[src/rtl/muldiv_iter.sv]
// Iterative RISC-V M-extension unit: shift-add multiply and restoring divide sharing one counter.
// Latency: ITER=1 result N=XLEN/ITER_PER_CYCLE clocks after accept; div-by-0/overflow next clock.
// Backpressure: req_ready only in IDLE; result held stable in DONE until rsp_ready (flush kills it).
// Optional: define MULDIV_EARLY_OUT_EN for single-cycle zero-operand / small-dividend shortcuts.
module muldiv_iter #(
  parameter int XLEN           = 32,
  parameter int ITER_PER_CYCLE = 1,
  parameter int TAG_W          = 5
) (
  input  logic             SYS_clk,
  input  logic             SYS_reset_n,
  input  logic             flush,
  input  logic             req_valid,
  output logic             req_ready,
  input  logic [2:0]       req_op,
  input  logic [XLEN-1:0]  req_rs1,
  input  logic [XLEN-1:0]  req_rs2,
  input  logic [TAG_W-1:0] req_tag,
  output logic             rsp_valid,
  input  logic             rsp_ready,
  output logic [XLEN-1:0]  rsp_data,
  output logic [TAG_W-1:0] rsp_tag,
  output logic             busy
);

  localparam int N  = XLEN / ITER_PER_CYCLE;
  localparam int CW = $clog2(N);
  localparam logic [CW-1:0]   LAST    = CW'(N - 1);
  localparam logic [CW-1:0]   CNT_ONE = CW'(1);
  localparam logic [XLEN-1:0] MIN_NEG = {1'b1, {(XLEN-1){1'b0}}};

  typedef enum logic [1:0] {S_IDLE, S_CALC, S_DONE} state_t;

  state_t state_q, state_d;

  // Operation context captured at accept.
  logic [2:0]      op_q;
  logic            neg_q_q;   // product / quotient sign
  logic            neg_r_q;   // remainder sign (dividend sign)
  logic [XLEN:0]   acc_hi_q;  // product high half / partial remainder
  logic [XLEN-1:0] acc_lo_q;  // multiplier, product low half / dividend, quotient
  logic [XLEN-1:0] b_mag_q;   // multiplicand / divisor magnitude
  logic [CW-1:0]   cnt_q;

  logic            accept;
  logic            in_sgn_a, in_sgn_b, in_a_neg, in_b_neg;
  logic [XLEN-1:0] in_a_mag, in_b_mag;
  logic            spec_hit;
  logic [XLEN-1:0] spec_data;

  logic [XLEN:0]     step_hi;
  logic [XLEN-1:0]   step_lo;
  logic [XLEN:0]     sum_v, diff_v;
  logic [2*XLEN-1:0] prod_v;
  logic [XLEN-1:0]   quo_v, rem_v, fin_data;

  assign accept = req_valid && req_ready;

  // Operand decode: signedness per funct3, magnitudes, and single-cycle special results.
  always_comb begin
    in_sgn_a  = req_op[2] ? ~req_op[0] : ~(req_op[1] & req_op[0]);
    in_sgn_b  = req_op[2] ? ~req_op[0] : ~req_op[1];
    in_a_neg  = in_sgn_a & req_rs1[XLEN-1];
    in_b_neg  = in_sgn_b & req_rs2[XLEN-1];
    in_a_mag  = in_a_neg ? -req_rs1 : req_rs1;
    in_b_mag  = in_b_neg ? -req_rs2 : req_rs2;
    spec_hit  = 1'b0;
    spec_data = '0;
    if (req_op[2] && (req_rs2 == '0)) begin
      spec_hit  = 1'b1;
      spec_data = req_op[1] ? req_rs1 : '1;
    end else if (req_op[2] && !req_op[0] && (req_rs1 == MIN_NEG) && (req_rs2 == '1)) begin
      spec_hit  = 1'b1;
      spec_data = req_op[1] ? '0 : MIN_NEG;
    end
`ifdef MULDIV_EARLY_OUT_EN
    else if (!req_op[2] && ((req_rs1 == '0) || (req_rs2 == '0))) begin
      spec_hit  = 1'b1;
      spec_data = '0;
    end else if (req_op[2] && (in_a_mag < in_b_mag)) begin
      spec_hit  = 1'b1;
      spec_data = req_op[1] ? req_rs1 : '0;
    end
`endif
  end

  // ITER_PER_CYCLE radix-2 steps: shift-add for multiply, restoring subtract for divide.
  always_comb begin
    step_hi = acc_hi_q;
    step_lo = acc_lo_q;
    sum_v   = '0;
    diff_v  = '0;
    for (int i = 0; i < ITER_PER_CYCLE; i++) begin
      if (op_q[2]) begin
        step_hi = {step_hi[XLEN-1:0], step_lo[XLEN-1]};
        step_lo = {step_lo[XLEN-2:0], 1'b0};
        diff_v  = step_hi - {1'b0, b_mag_q};
        if (!diff_v[XLEN]) begin
          step_hi    = diff_v;
          step_lo[0] = 1'b1;
        end
      end else begin
        sum_v   = {1'b0, step_hi[XLEN-1:0]} + {1'b0, (step_lo[0] ? b_mag_q : {XLEN{1'b0}})};
        step_lo = {sum_v[0], step_lo[XLEN-1:1]};
        step_hi = {1'b0, sum_v[XLEN:1]};
      end
    end
  end

  // Sign correction and result selection from the final step outputs.
  always_comb begin
    prod_v = {step_hi[XLEN-1:0], step_lo};
    if (neg_q_q) prod_v = -prod_v;
    quo_v = neg_q_q ? -step_lo : step_lo;
    rem_v = neg_r_q ? -step_hi[XLEN-1:0] : step_hi[XLEN-1:0];
    if (op_q[2])
      fin_data = op_q[1] ? rem_v : quo_v;
    else
      fin_data = (op_q[1:0] == 2'b00) ? prod_v[XLEN-1:0] : prod_v[2*XLEN-1:XLEN];
  end

  // State register.
  always_ff @(posedge SYS_clk or negedge SYS_reset_n) begin
    if (!SYS_reset_n) state_q <= S_IDLE;
    else              state_q <= state_d;
  end

  // Next-state and handshake outputs; flush forces IDLE from anywhere.
  always_comb begin
    state_d   = state_q;
    req_ready = 1'b0;
    rsp_valid = 1'b0;
    busy      = (state_q != S_IDLE);
    case (state_q)
      S_IDLE: begin
        req_ready = !flush;
        if (accept) state_d = spec_hit ? S_DONE : S_CALC;
      end
      S_CALC: begin
        if (cnt_q == LAST) state_d = S_DONE;
      end
      S_DONE: begin
        rsp_valid = 1'b1;
        if (rsp_ready) state_d = S_IDLE;
      end
      default: state_d = S_IDLE;
    endcase
    if (flush) state_d = S_IDLE;
  end

  // Datapath: capture at accept, iterate in CALC, load the result on the last step.
  always_ff @(posedge SYS_clk or negedge SYS_reset_n) begin
    if (!SYS_reset_n) begin
      op_q     <= '0;
      neg_q_q  <= 1'b0;
      neg_r_q  <= 1'b0;
      acc_hi_q <= '0;
      acc_lo_q <= '0;
      b_mag_q  <= '0;
      cnt_q    <= '0;
      rsp_data <= '0;
      rsp_tag  <= '0;
    end else if (accept) begin
      op_q     <= req_op;
      neg_q_q  <= in_a_neg ^ in_b_neg;
      neg_r_q  <= in_a_neg;
      acc_hi_q <= '0;
      acc_lo_q <= in_a_mag;
      b_mag_q  <= in_b_mag;
      cnt_q    <= '0;
      rsp_tag  <= req_tag;
      if (spec_hit) rsp_data <= spec_data;
    end else if ((state_q == S_CALC) && !flush) begin
      acc_hi_q <= step_hi;
      acc_lo_q <= step_lo;
      cnt_q    <= cnt_q + CNT_ONE;
      if (cnt_q == LAST) rsp_data <= fin_data;
    end
  end

endmodule

[config.mk]
export PLATFORM = sky130hd
export DESIGN_NAME = muldiv_iter
export DESIGN_NICKNAME = d
export VERILOG_FILES = /design/src/rtl/muldiv_iter.sv
export SDC_FILE = /design/constraint.sdc
export NUM_CORES = 1
export LEC_CHECK = 0
export CORE_MARGIN = 8
export CORE_UTILIZATION = 35
export DETAILED_ROUTE_END_ITERATION = 8
export PLACE_DENSITY_LB_ADDON = 0.25
export SLEW_MARGIN = 20
export SYNTH_ARGS = -nofsm -noshare
export SYNTH_HDL_FRONTEND = slang
export SYNTH_SLANG_ARGS = --single-unit
export TNS_END_PERCENT = 100
[constraint.sdc]
create_clock -name SYS_clk -period 9.4 [get_ports SYS_clk]
set_input_delay 2.82 -clock SYS_clk [delete_from_list [all_inputs] [get_ports SYS_clk]]
set_output_delay 2.82 -clock SYS_clk [all_outputs]
set_load 0.01 [all_outputs]
Yosys cells after proc, flatten, opt, wreduce, memory -nomap -nowiden:

Cells that the tools add are included.

* $add $sub $neg: 8
* $mul: 0
* divide/modulo/power cells: 0
* order comparisons: 0
* equality and inequality tests: 9
* shift-type cells: 0
* mux-type cells: 39
* bitwise logic cells: 7
* reduce and logical (&&, ||, !) cells: 16

Operators by type and width (count)
* 32-bit 2-to-1 mux: 23
* 32-bit negator: 4
* 32-bit == test (second input constant): 2
* 64-bit 2-to-1 mux: 1
* 64-bit negator: 1
* 32-bit by 32-bit adder with 33-bit output: 1
* 33-bit by 32-bit subtractor with 33-bit output: 1
* 32-bit logical NOT: 1
* 2-bit 2-to-1 mux: 5
* 5-bit 2-to-1 mux: 2
* 3-bit != test (second input constant): 3
* 1-bit 2-to-1 mux: 7
* 1-bit logical AND: 6
* 2-bit case mux with 3 select lines: 1
* 3-bit AND reduction: 2
* 2-bit nonzero test: 3
* 5-bit by 1-bit adder with 5-bit output (second input constant): 1
* 5-bit == test (second input constant): 1
* 2-bit logical NOT: 2
* 1-bit AND: 3
* 1-bit inverter: 3
* 2-bit by 1-bit == test with 1-bit output (second input constant): 1
* 2-bit == test (second input constant): 1
* 1-bit logical NOT: 2
* 2 further kinds: 2

* flip-flop bits (word level): 145
* bits in latches: 0
* bits in writable memories: 0
* bits in read-only memories: 0
* logic and storage cells: 89
* memories kept: 0

Depth between registers and ports, before layout:

Gate-level depths: netlist of run 1.

* depth in word-level cells: 10
* depth in mapped cells: 27
* mapped depth without buffers: 24

Worst setup path before layout of run 1:

No wires, ideal clock.

* kind: reg-to-reg
* start point: register acc_hi_q[20]
* end point: register rsp_data[30]
* data arrival time: 6.007 ns
* data required time: 9.272 ns
* setup slack: 3.265 ns
* cell stages (with the launch flop): 26
* period minus slack after synthesis: 6.135 ns
* cell sequence: dfrtp_1 ha_1 a21o_1 a31o_1 a32o_2 or3_1 o211ai_2 buf_6 nor2_1 a21oi_1 ha_1 nor3b_1 o221ai_1 or2_2 and4bb_1 o211ai_1 nand2b_1 or3_1 clkbuf_1 or3_1 clkbuf_1 or2_1 or3_1 o21ai_0 mux2i_1 o22ai_1

* word-level cells in the longest chain between the ends: 10

Ends and longest elaborated chain
* start: declaration: RTL line 40 `logic [XLEN:0] acc_hi_q;`
* start signal: assignment: RTL line 174 `acc_hi_q <= step_hi;`
* 33-bit by 32-bit subtractor with 33-bit output: RTL line 97 `diff_v = step_hi - {1'b0, b_mag_q};`
* 1-bit 2-to-1 mux / 32-bit 2-to-1 mux (equally long branches): RTL line 98 `if (!diff_v[XLEN]) begin`
* 32-bit 2-to-1 mux: RTL line 94 `if (op_q[2]) begin`
* 64-bit negator (tied with other cells): RTL line 113 `if (neg_q_q) prod_v = -prod_v;`
* 64-bit 2-to-1 mux (tied with other cells): RTL line 113
* 32-bit 2-to-1 mux, on equally long branches: RTL line 119, 117
* 32-bit 2-to-1 mux (*): RTL line 116 `if (op_q[2])`
* 32-bit 2-to-1 mux (*): RTL line 177 `if (cnt_q == LAST) rsp_data <= fin_data;`
* 32-bit 2-to-1 mux (*): RTL line 173 `end else if ((state_q == S_CALC) && !flush) begin`
* 32-bit 2-to-1 mux (*): RTL line 163 `end else if (accept) begin`
* end signal: assignment: RTL line 172 `if (spec_hit) rsp_data <= spec_data;`
* end signal: assignment: RTL line 177
* end: declaration: RTL line 21 `output logic [XLEN-1:0] rsp_data,`

Mark *: on every way between the ends. The rest lies on a longest branch, timed or not. The select of a mux whose other input is x is not followed.
A chain may end at the register's enable or synchronous reset.

Worst setup path in the final report of run 1:

* start point: input flush
* end point: output req_ready

* word-level cells in the longest chain between the ends: 2

Ends and longest elaborated chain
* start: declaration: RTL line 12 `input logic flush,`
* 1-bit logical NOT: RTL line 136 `req_ready = !flush;`
* 1-bit 2-to-1 mux: RTL line 134 `case (state_q)`
* end: declaration: RTL line 14 `output logic req_ready,`

No other way between the ends.

==> results of run 1 <==
power by group through the flow:
stage | logic, W | clock network, W | registers, W
after floorplan | 0.00241 | 0 | 0.000863
final | 0.00346 | 0.000761 | 0.000941
after CTS | 0.00338 | 0.000769 | 0.000938
after global routing | 0.00374 | 0.000794 | 0.000960
after global placement | 0.00337 | 0 | 0.000943
after detailed placement | 0.00337 | 0 | 0.000949
layout by cell type (no fill, tap or decap), types with 24 or more instances in the layout:
cell,Yosys,layout
nand3_1,72,72
a31oi_1,27,27
and2_1,52,51
o21ai_0,215,215
nand2_1,264,262
ha_1,71,71
xnor2_1,98,98
or3_1,27,27
a21o_1,24,24
clkdlybuf4s50_1,0,115
a21oi_1,127,127
dfrtp_1,145,144
nand4_1,28,28
mux2i_1,41,41
nor2_1,162,162
nor3_1,66,66
buf_4,6,31
xor2_1,69,69
o211ai_1,60,60
inv_1,68,67
sequential cells by signal, summed over array words and instances (netlist names):
name      flops
op_q          3
cnt_q         5
neg_r_q       1
state_q       2
rsp_tag       5
rsp_data     32
acc_lo_q     32
neg_q_q       1
acc_hi_q     32
b_mag_q      32
how the worst min path moves through the flow:
stage	startpoint	to	slack, ns
4_1_cts	rsp_tag[0]$_DFFE_PN0P_	rsp_tag[0]$_DFFE_PN0P_	0.49
5_1_grt	rsp_tag[0]$_DFFE_PN0P_	rsp_tag[0]$_DFFE_PN0P_	0.51
2_1_floorplan	state_q[1]$_DFFE_PN0P_	state_q[0]$_DFFE_PN0P_	0.46
6_report	rsp_tag[0]$_DFFE_PN0P_	rsp_tag[0]$_DFFE_PN0P_	0.48
3_5_place_dp	rsp_tag[0]$_DFFE_PN0P_	rsp_tag[0]$_DFFE_PN0P_	0.47
3_3_place_gp	rsp_tag[0]$_DFFE_PN0P_	rsp_tag[0]$_DFFE_PN0P_	0.46
metrics by stage:
stage                     instances  setup slack, ns
after floorplan                2124             3.26
after global routing           2769             2.05
after CTS                      2769             2.26
final                          2769             2.26
after detailed placement       2737             2.15
after global placement         2737             2.26
cells by family (layout without fill, tap and decap cells):
group,count (synthesis),count (layout),share of synthesized area (%)
AND/OR/NAND/NOR,794,794,24.3
XOR/XNOR,167,167,9.18
multiplexers,50,50,3.21
adder cells (fa/ha/maj),73,73,5.83
buffers and inverters,203,248,5.31
AO/OA/AOI/OAI,692,692,29.4
flip-flops,145,145,22.8
area by class of cell:
| class | instances | area [um^2] |
|---|---|---|
| Inverter | 69 | 259 |
| Clock buffer | 19 | 433 |
| Tap cell | 600 | 751 |
| Sequential cell | 145 | 3630 |
| Clock inverter | 13 | 188 |
| Multi-Input combinational cell | 1776 | 11500 |
| Timing Repair Buffer | 147 | 1400 |
| Fill cell | 4705 | 27000 |
metal layers:
metal  vias up  part of all wire (%)
met5         -                     0
met2       764                    44
met1      8256                    45
met3       109                   7.6
met4         0                   3.4
li1       7878                     -
worst max-delay path, stage by stage:
cell,delay (ns)
clkdlybuf4s50_1,0.45
nor3_1,0.41
clkdlybuf4s50_1,0.64
==> results_dict.tcl, run 1 <==
set metrics [dict create \
    detail-route-antenna-nets 0 \
    power_frac_clock_pct 14.7 \
    power.switching_fraction_pct 53.5 \
    die_area_um2 52600 \
    synth_largest_area_cell "dfrtp_1" \
    max-clock-path-buffers 2 \
    pwr_density_cell_nw_per_um2 284 \
    drt_wl_total_mm 66.0 \
    worstPathArrival_ns 4.32 \
    worstSetupEndpointType "primary output" \
    timing.max_slew.rel_slack_pct 26.9 \
    synth_instances 2124 \
    place_area_um2 17500 \
    final_core_utilization_pct 40.2 \
    crit_end "req_ready" \
    finalPower_w 0.00516 \
    whs_ns 0.483 \
    postSynthNetCount 2274 \
    area_contributors_post_synth "dfrtp_1, o21ai_0, nand2_1" \
    synth_area_um2 15900 \
    dr_vias 17000 \
    cts_sinks 145 \
    placeableCoreArea_um2 45200 \
    place_hpwl_mm 50.8 \
    root_buffer "clkbuf_16" \
    run_status "completed" \
    overflow 0 \
    firstDrtPassIters 6 \
    antenna_found_initial 0 \
    cts_hold_repair.buffers 0 \
    clock_latency_ns 0.46 \
    critical_path_class "in2out" \
    post_cts.resized_instances 0 \
    worst_r2r_path_depth 22 \
    maxCapViolations 0 \
    finish.net_count 2306 \
    ys_top_cells_by_count "nand2_1, o21ai_0, nor2_1" \
    grt_util_met2_pct 37.6 \
    setup-violations-final 0 \
    hold-path-cell-count 2 \
    h-tree-depth 4 \
    total_switching_power_w 0.00276 \
    critPathRequiredTime_ns 6.58 \
    worstReg2RegEnd "rsp_data[30]$_DFFE_PN0P_" \
    drcViolationCount 0 \
    clk_pin_slew_worst_paths_ns 0.06 \
    startpoint "flush" \
    worst-slew-pin-transition_ns 1.10 \
    globalRouteTotalUtil_pct 24.5 \
    maximum_clock_skew_at_final_layout_ns 0.0104 \
    std_cell_rows 78 \
    antenna_cells_inserted 0 \
    top_usage_layer "met2" \
    global_route_wire_length_before_repair_mm 102 \
    final_max_slew_viol_count 0 \
    synth_warnings 0 \
    timing.critical_path.fanout_max 4 \
    synthFlopType "dfrtp_1" \
    synth-seq-cells 145 \
    gr-usage-met3_pct 3.60 \
    power.ir.vdd_worst_mv 0.163 \
    start_util_pct 35.3 \
    die_h_um 229 \
    yosysMostFrequentCell "nand2_1" \
    period_minus_slack_ns 7.14 \
    rsz0062_at_grt "false" \
    synth-edff-count 0 \
    share_of_synthesized_registers_carrying_an_async_set_or_reset_pct 100 \
    post_route_cells_drive_above_1_share_pct 6.18 \
    final.setup.tns_ns 0 \
    die_width_um 229 \
    critical_path.startpoint_type "input port" \
    floorplan.io_pins 117 \
    r2r_setup_slack_ns 2.44 \
    p_leak_nw 7.28 \
    io_buffers 116 \
    avgViaCountPerCell 6.14 \
    pwr-share-seq_pct 18.2 \
    cts_setup_buffers 0 \
    synth_area_per_cell_um2 7.50 \
    flow.area_growth_from_synthesis_pct 13.9 \
    number_of_design_rule_violations_left_by_the_first_detailed_router_iteration 2148 \
    finalCritPeriodShare_pct 76.0 \
    tritoncts "yes" \
    route.detailed.wl_per_inst_um 23.9 \
    post_synth_num_cell_types 106 \
    cts_buffers 17 \
    final_cell_area_um2 18200 \
    maximum_number_of_pins_on_one_net_before_global_route_repair 86 \
    hold_violations 0 \
    power_report.internal_total_w 0.00240 \
    netlist.area_leader.share_pct 22.8 \
    weighted_congestion_reported_at_the_end_of_routability_driven_placement 0.975 \
    gr-usage-met1_pct 34.3 \
    critical_path.reg2reg.startpoint "acc_hi_q[24]$_DFFE_PN0P_" \
    achievable-frequency_mhz 140 \
    class_of_the_tightest_hold_or_removal_check "reg2reg" \
    grt_pass1_vias 16200 \
    power.share.combinational_pct 67.0 \
    synth.yosys.seq_area_share_pct 22.8 \
]
No activity file was read; power rests on OpenSTA's default activity.
==> inputs of run 2 (changes only) <==
==> constraint.sdc (replaced) <==
create_clock -name SYS_clk -period 7.4 [get_ports SYS_clk]
set_input_delay 2.22 -clock SYS_clk [delete_from_list [all_inputs] [get_ports SYS_clk]]
set_output_delay 2.22 -clock SYS_clk [all_outputs]
set_load 0.01 [all_outputs]
==> results_dict.tcl, run 2 (same netlist as run 1, synthesis figures left out) <==
set metrics [dict create \
    detail-route-antenna-nets 0 \
    firstDrtPassIters 6 \
    total_switching_power_w 0.00356 \
    mostFrequentLayoutCell "nand2_1" \
    mostFrequentLayoutCells "nand2_1, o21ai_0, nor2_1" \
    cts_hold_repair.buffers 0 \
    std_cell_rows 78 \
    critPathTopFamily "simple AND/OR/NAND/NOR gates" \
    antenna_found_initial 1 \
    rsz0062_at_grt "false" \
    numPlacedInstances 2741 \
    start_util_pct 35.3 \
    cts_setup_buffers 0 \
    overflow 0 \
    global_route_wire_length_before_repair_mm 101 \
    power.share.combinational_pct 68.2 \
    maximum_clock_skew_at_final_layout_ns 0.0114 \
    p_leak_nw 7.29 \
    avgViaCountPerCell 6.21 \
    die_h_um 229 \
    r2r_setup_slack_ns 0.49 \
    final.setup.tns_ns 0 \
    critical_path.startpoint_type "flop" \
    worst_r2r_path_depth 22 \
    timing.critical_path.fanout_max 7 \
    floorplan.io_pins 117 \
    antenna_cells_inserted 0 \
    maxCapViolations 0 \
    final_cells 2773 \
    timing.max_slew.rel_slack_pct 18.6 \
    worstReg2RegEnd "rsp_data[30]$_DFFE_PN0P_" \
    die_width_um 229 \
    footprint_of_the_multi_input_gates_um2 11500 \
    clock_latency_ns 0.46 \
    tritoncts "yes" \
    place_hpwl_mm 50.9 \
    critical_path.reg2reg.startpoint "acc_hi_q[24]$_DFFE_PN0P_" \
    h-tree-depth 4 \
    maximum_number_of_pins_on_one_net_before_global_route_repair 100 \
    hold-path-cell-count 2 \
    power_frac_clock_pct 13.7 \
    dr_vias 17200 \
    hold_end "rsp_tag[2]$_DFFE_PN0P_" \
    placeableCoreArea_um2 45200 \
    finish.net_count 2310 \
    power_report.internal_total_w 0.00297 \
    pwr_density_cell_nw_per_um2 360 \
    clk_pin_slew_worst_paths_ns 0.07 \
    path_cells "ha_1 -> a21oi_1 -> o21ai_0 -> a221o_1 -> or3_1 -> o211ai_4 -> nor2_1 -> a21oi_1 -> ha_1 -> nor3b_1 -> o221ai_1 -> or2_2 -> and4bb_1 -> o211ai_1 -> nand2b_1 -> or3_1 -> or3_1 -> or2_1 -> or3_1 -> o21ai_0 -> mux2i_1 -> o22ai_1" \
    drt_wl_total_mm 66.3 \
    crit_path_top_delay_cell "or3_1" \
    final_max_slew_viol_count 0 \
    finalCritPeriodShare_pct 93.3 \
    period_minus_slack_ns 6.91 \
    power.ir.vdd_worst_mv 0.201 \
    post_cts.resized_instances 0 \
    post_route_cells_drive_above_1_share_pct 6.44 \
    critPathMostFrequentCell "or3_1" \
    cts_sinks 145 \
    max_stage_delay_ns 0.51 \
    flow.area_growth_from_synthesis_pct 13.9 \
    grt_pass1_vias 16200 \
    worstPathArrival_ns 7.24 \
    worst-slew-pin-transition_ns 1.21 \
    hold_violations 0 \
    power.switching_fraction_pct 54.5 \
    class_of_the_tightest_hold_or_removal_check "reg2reg" \
    achievable-frequency_mhz 145 \
    layout.area.seq_um2 3630 \
    weighted_congestion_reported_at_the_end_of_routability_driven_placement 0.969 \
    route.detailed.wl_per_inst_um 23.9 \
    filler_cell_count 4695 \
    drcViolationCount 0 \
    globalRouteTotalUtil_pct 24.2 \
    worstSetupEndpointType "flop" \
    number_of_design_rule_violations_left_by_the_first_detailed_router_iteration 1826 \
    root_buffer "clkbuf_16" \
    timing.hold.worst.start "rsp_tag[2]$_DFFE_PN0P_" \
    pwr-share-seq_pct 18.1 \
    run_status "completed" \
    die_area_um2 52600 \
    setup-violations-final 0 \
    critical_path_class "reg2reg" \
    cts_buffers 17 \
    cp_num_buf_inv 0 \
    io_buffers 116 \
    critPathRequiredTime_ns 7.74 \
    max-clock-path-buffers 2 \
]
-- run 2: worst register-to-register path, cell delays in order, from the launching register on --
cell and delay (ns):
dfrtp_1 0.43, ha_1 0.42, a21oi_1 0.21, o21ai_0 0.21
a221o_1 0.49, or3_1 0.41, o211ai_4 0.19, nor2_1 0.11
a21oi_1 0.21, ha_1 0.24, nor3b_1 0.31, o221ai_1 0.22
or2_2 0.38, and4bb_1 0.32, o211ai_1 0.12, nand2b_1 0.18
or3_1 0.49, or3_1 0.51, or2_1 0.31, or3_1 0.40
o21ai_0 0.27, mux2i_1 0.23, o22ai_1 0.10
-- run 2: worst max-delay path by stage --
| stage | startpoint | to | slack (ns) | cells after the start |
|---|---|---|---|---|
| after floorplan | acc_hi_q[20]$_DFFE_PN0P_ | rsp_data[30]$_DFFE_PN0P_ | 1.26 | 25 |
| after global placement | req_rs1[0] | rsp_data[24]$_DFFE_PN0P_ | 0.80 | 14 |
| after detailed placement | acc_hi_q[26]$_DFFE_PN0P_ | rsp_data[30]$_DFFE_PN0P_ | 0.63 | 22 |
| after CTS | acc_hi_q[26]$_DFFE_PN0P_ | rsp_data[30]$_DFFE_PN0P_ | 0.61 | 22 |
| after global routing | acc_hi_q[24]$_DFFE_PN0P_ | rsp_data[30]$_DFFE_PN0P_ | 0.23 | 22 |
| final | acc_hi_q[24]$_DFFE_PN0P_ | rsp_data[30]$_DFFE_PN0P_ | 0.49 | 22 |
-- run 2: power groups by stage --
stage / logic [W] / registers (W) / clock network (W)
floorplan: 0.00306 / 0.00110 / 0
global placement: 0.00431 / 0.00118 / 0
detailed placement: 0.00432 / 0.00119 / 0
CTS: 0.00434 / 0.00117 / 0.000907
global route: 0.00475 / 0.00120 / 0.000933
finish: 0.00445 / 0.00118 / 0.000895
-- run 2: metrics by stage --
| step | setup WS [ns] | util [%] | hold slack (ns) | area [um^2] | total power [W] |
|---|---|---|---|---|---|
| 6_report | 0.494 | 40.2 | 0.481 | 18200 | 0.00653 |
| 5_1_grt | 0.233 | 40.2 | 0.508 | 18200 | 0.00689 |
| 4_1_cts | 0.610 | 40.2 | 0.486 | 18100 | 0.00642 |
| 3_5_place_dp | 0.633 | 38.9 | 0.470 | 17600 | 0.00550 |
| 3_3_place_gp | 0.796 | 38.9 | 0.461 | 17600 | 0.00548 |
| 2_1_floorplan | 1.26 | - | 0.460 | 15900 | 0.00416 |
-- run 2: area by class of cell --
class	count	share of cell area [%]
clock buffers	17	2.34
inverters	69	1.43
flip-flops and latches	145	20.0
well taps	600	4.14
multi-input cells	1776	63.3
repair buffers	151	7.92
clock inverters	15	0.834
-- run 2: routing by layer --
metal  up-vias  share of wire (%)  routed length, um  track usage [%]
met3       123                8.2               5470             4.30
met4         0                3.6               2400             9.64
met2       865                 44              29000             37.2
met1      8326                 44              29400             33.3
met5         -                  0                  0                0
li1       7909                  -                  -                -
==> inputs of run 3 (changes only) <==
--- a/config.mk
+++ b/config.mk
@@ -5,9 +5,9 @@
 export SDC_FILE = /design/constraint.sdc
 export NUM_CORES = 1
 export LEC_CHECK = 0
-export CORE_MARGIN = 8
 export CORE_UTILIZATION = 35
 export DETAILED_ROUTE_END_ITERATION = 8
+export MAX_ROUTING_LAYER = met4
 export PLACE_DENSITY_LB_ADDON = 0.25
 export SLEW_MARGIN = 20
 export SYNTH_ARGS = -nofsm -noshare
==> results_dict.tcl, run 3 (same netlist as run 1, synthesis figures left out) <==
set metrics [dict create \
    io_buffers 116 \
    final.setup.tns_ns 0 \
    worstPathArrival_ns 7.03 \
    finalCritPeriodShare_pct 90.5 \
    post_route_cells_drive_above_1_share_pct 6.66 \
    r2r_setup_slack_ns 0.70 \
    worst-slew-pin-transition_ns 1.16 \
    timing.critical_path.fanout_max 7 \
    start_util_pct 35.7 \
    mostFrequentLayoutCell "nand2_1" \
    std_cell_rows 77 \
    global_route_wire_length_before_repair_mm 101 \
    h-tree-depth 4 \
    final_max_slew_viol_count 0 \
    clk_pin_slew_worst_paths_ns 0.07 \
    critical_path.startpoint_type "flop" \
    root_buffer "clkbuf_16" \
    drt_wl_total_mm 66.8 \
    dp_worst_setup_slack_ns 0.376 \
    critical_path_class "reg2reg" \
    firstDrtPassIters 6 \
    maximum_clock_skew_at_final_layout_ns 0.0136 \
    power.ir.vdd_worst_mv 0.197 \
    tritoncts "yes" \
    drcViolationCount 0 \
    run_status "completed" \
    cts_sinks 145 \
    overflow 0 \
    final_cell_area_um2 18200 \
    flow.area_growth_from_synthesis_pct 14.0 \
    antenna_found_initial 0 \
    max-clock-path-buffers 2 \
    place_hpwl_mm 50.8 \
    route.detailed.wl_per_inst_um 24.1 \
    globalRouteTotalUtil_pct 29.3 \
    clock_latency_ns 0.47 \
    class_of_the_tightest_hold_or_removal_check "reg2reg" \
    setup-violations-final 0 \
    die_width_um 215 \
    period_minus_slack_ns 6.70 \
    timing.max_slew.rel_slack_pct 22.6 \
    maxCapViolations 0 \
    post_cts.resized_instances 0 \
    avgViaCountPerCell 6.19 \
    filler_cell_count 4588 \
    finalPower_w 0.00653 \
    dr_vias 17200 \
    floorplan.io_pins 117 \
    postLayoutSetupSlackWorst_ns 0.703 \
    maximum_number_of_pins_on_one_net_before_global_route_repair 71 \
    achievable-frequency_mhz 149 \
    detail-route-antenna-nets 0 \
    p_leak_nw 7.32 \
    grt_pass1_vias 15900 \
    weighted_congestion_reported_at_the_end_of_routability_driven_placement 0.972 \
    die_area_um2 46400 \
    cts_hold_repair.buffers 0 \
    worstSetupEndpointType "flop" \
    placeableCoreArea_um2 44600 \
    die_h_um 215 \
    critPathRequiredTime_ns 7.73 \
    cts_setup_buffers 0 \
    mostFrequentLayoutCells "nand2_1, o21ai_0, nor2_1" \
    place_area_um2 17600 \
    rsz0062_at_grt "false" \
    pwr_density_cell_nw_per_um2 359 \
    number_of_design_rule_violations_left_by_the_first_detailed_router_iteration 1835 \
    hold_violations 0 \
    cts_buffers 17 \
    finish.net_count 2315 \
]
[run 3: final timing paths]
kind	start	endpoint	depth (start not counted)
max in group asynchronous	SYS_reset_n	op_q[2]$_DFFE_PN0P_	2
worst max-delay path	acc_hi_q[24]$_DFFE_PN0P_	rsp_data[30]$_DFFE_PN0P_	22
min in group asynchronous	SYS_reset_n	rsp_data[24]$_DFFE_PN0P_	1
worst max register to register	acc_hi_q[24]$_DFFE_PN0P_	rsp_data[30]$_DFFE_PN0P_	22
worst min-delay path	rsp_tag[4]$_DFFE_PN0P_	rsp_tag[4]$_DFFE_PN0P_	2
worst min register to register	rsp_tag[4]$_DFFE_PN0P_	rsp_tag[4]$_DFFE_PN0P_	2
[run 3: metrics by stage]
stage / hold WS [ns] / util [%] / instances
detailed placement: 0.464 / 39.4 / 2738
global placement: 0.459 / 39.4 / 2738
floorplan: 0.460 / - / 2124
global route: 0.519 / 40.7 / 2770
finish: 0.487 / 40.7 / 2771
CTS: 0.487 / 40.7 / 2770
[run 3: layer usage]
| layer | track usage [%] | vias to the layer above | wire length, um |
|---|---|---|---|
| li1 | - | 7918 | - |
| met1 | 39.9 | 8394 | 30000 |
| met2 | 43.7 | 764 | 29500 |
| met3 | 5.62 | 83 | 5650 |
| met4 | 8.63 | 0 | 1620 |
| met5 | - | - | 0 |
[run 3: power by group]
group / internal [W] / switching (W)
clock network: 0.000474 / 0.000437
registers: 0.000946 / 0.000230
logic: 0.00156 / 0.00288
[run 3: cell type report]
| type | instances | area [um^2] | share of cell area [%] |
|---|---|---|---|
| inverters | 69 | 259 | 1.43 |
| repair buffers | 156 | 1460 | 8.05 |
| well taps | 592 | 741 | 4.08 |
| clock buffers | 17 | 425 | 2.34 |
| flip-flops and latches | 145 | 3630 | 20.0 |
| diodes | 1 | 2.50 | 0.0138 |
| clock inverters | 15 | 149 | 0.820 |
| multi-input cells | 1776 | 11500 | 63.3 |
[run 3: critical path, cell delays in order, from the launching register on]
cell and delay (ns):
dfrtp_1 0.44, ha_1 0.41, a21oi_1 0.18, o21ai_0 0.20
a221o_1 0.47, or3_1 0.39, o211ai_4 0.18, nor2_1 0.09
a21oi_1 0.22, ha_1 0.26, nor3b_1 0.24, o221ai_1 0.18
or2_2 0.35, and4bb_1 0.32, o211ai_1 0.12, nand2b_1 0.19
or3_1 0.50, or3_1 0.52, or2_1 0.32, or3_1 0.41
o21ai_0 0.24, mux2i_1 0.21, o22ai_1 0.10
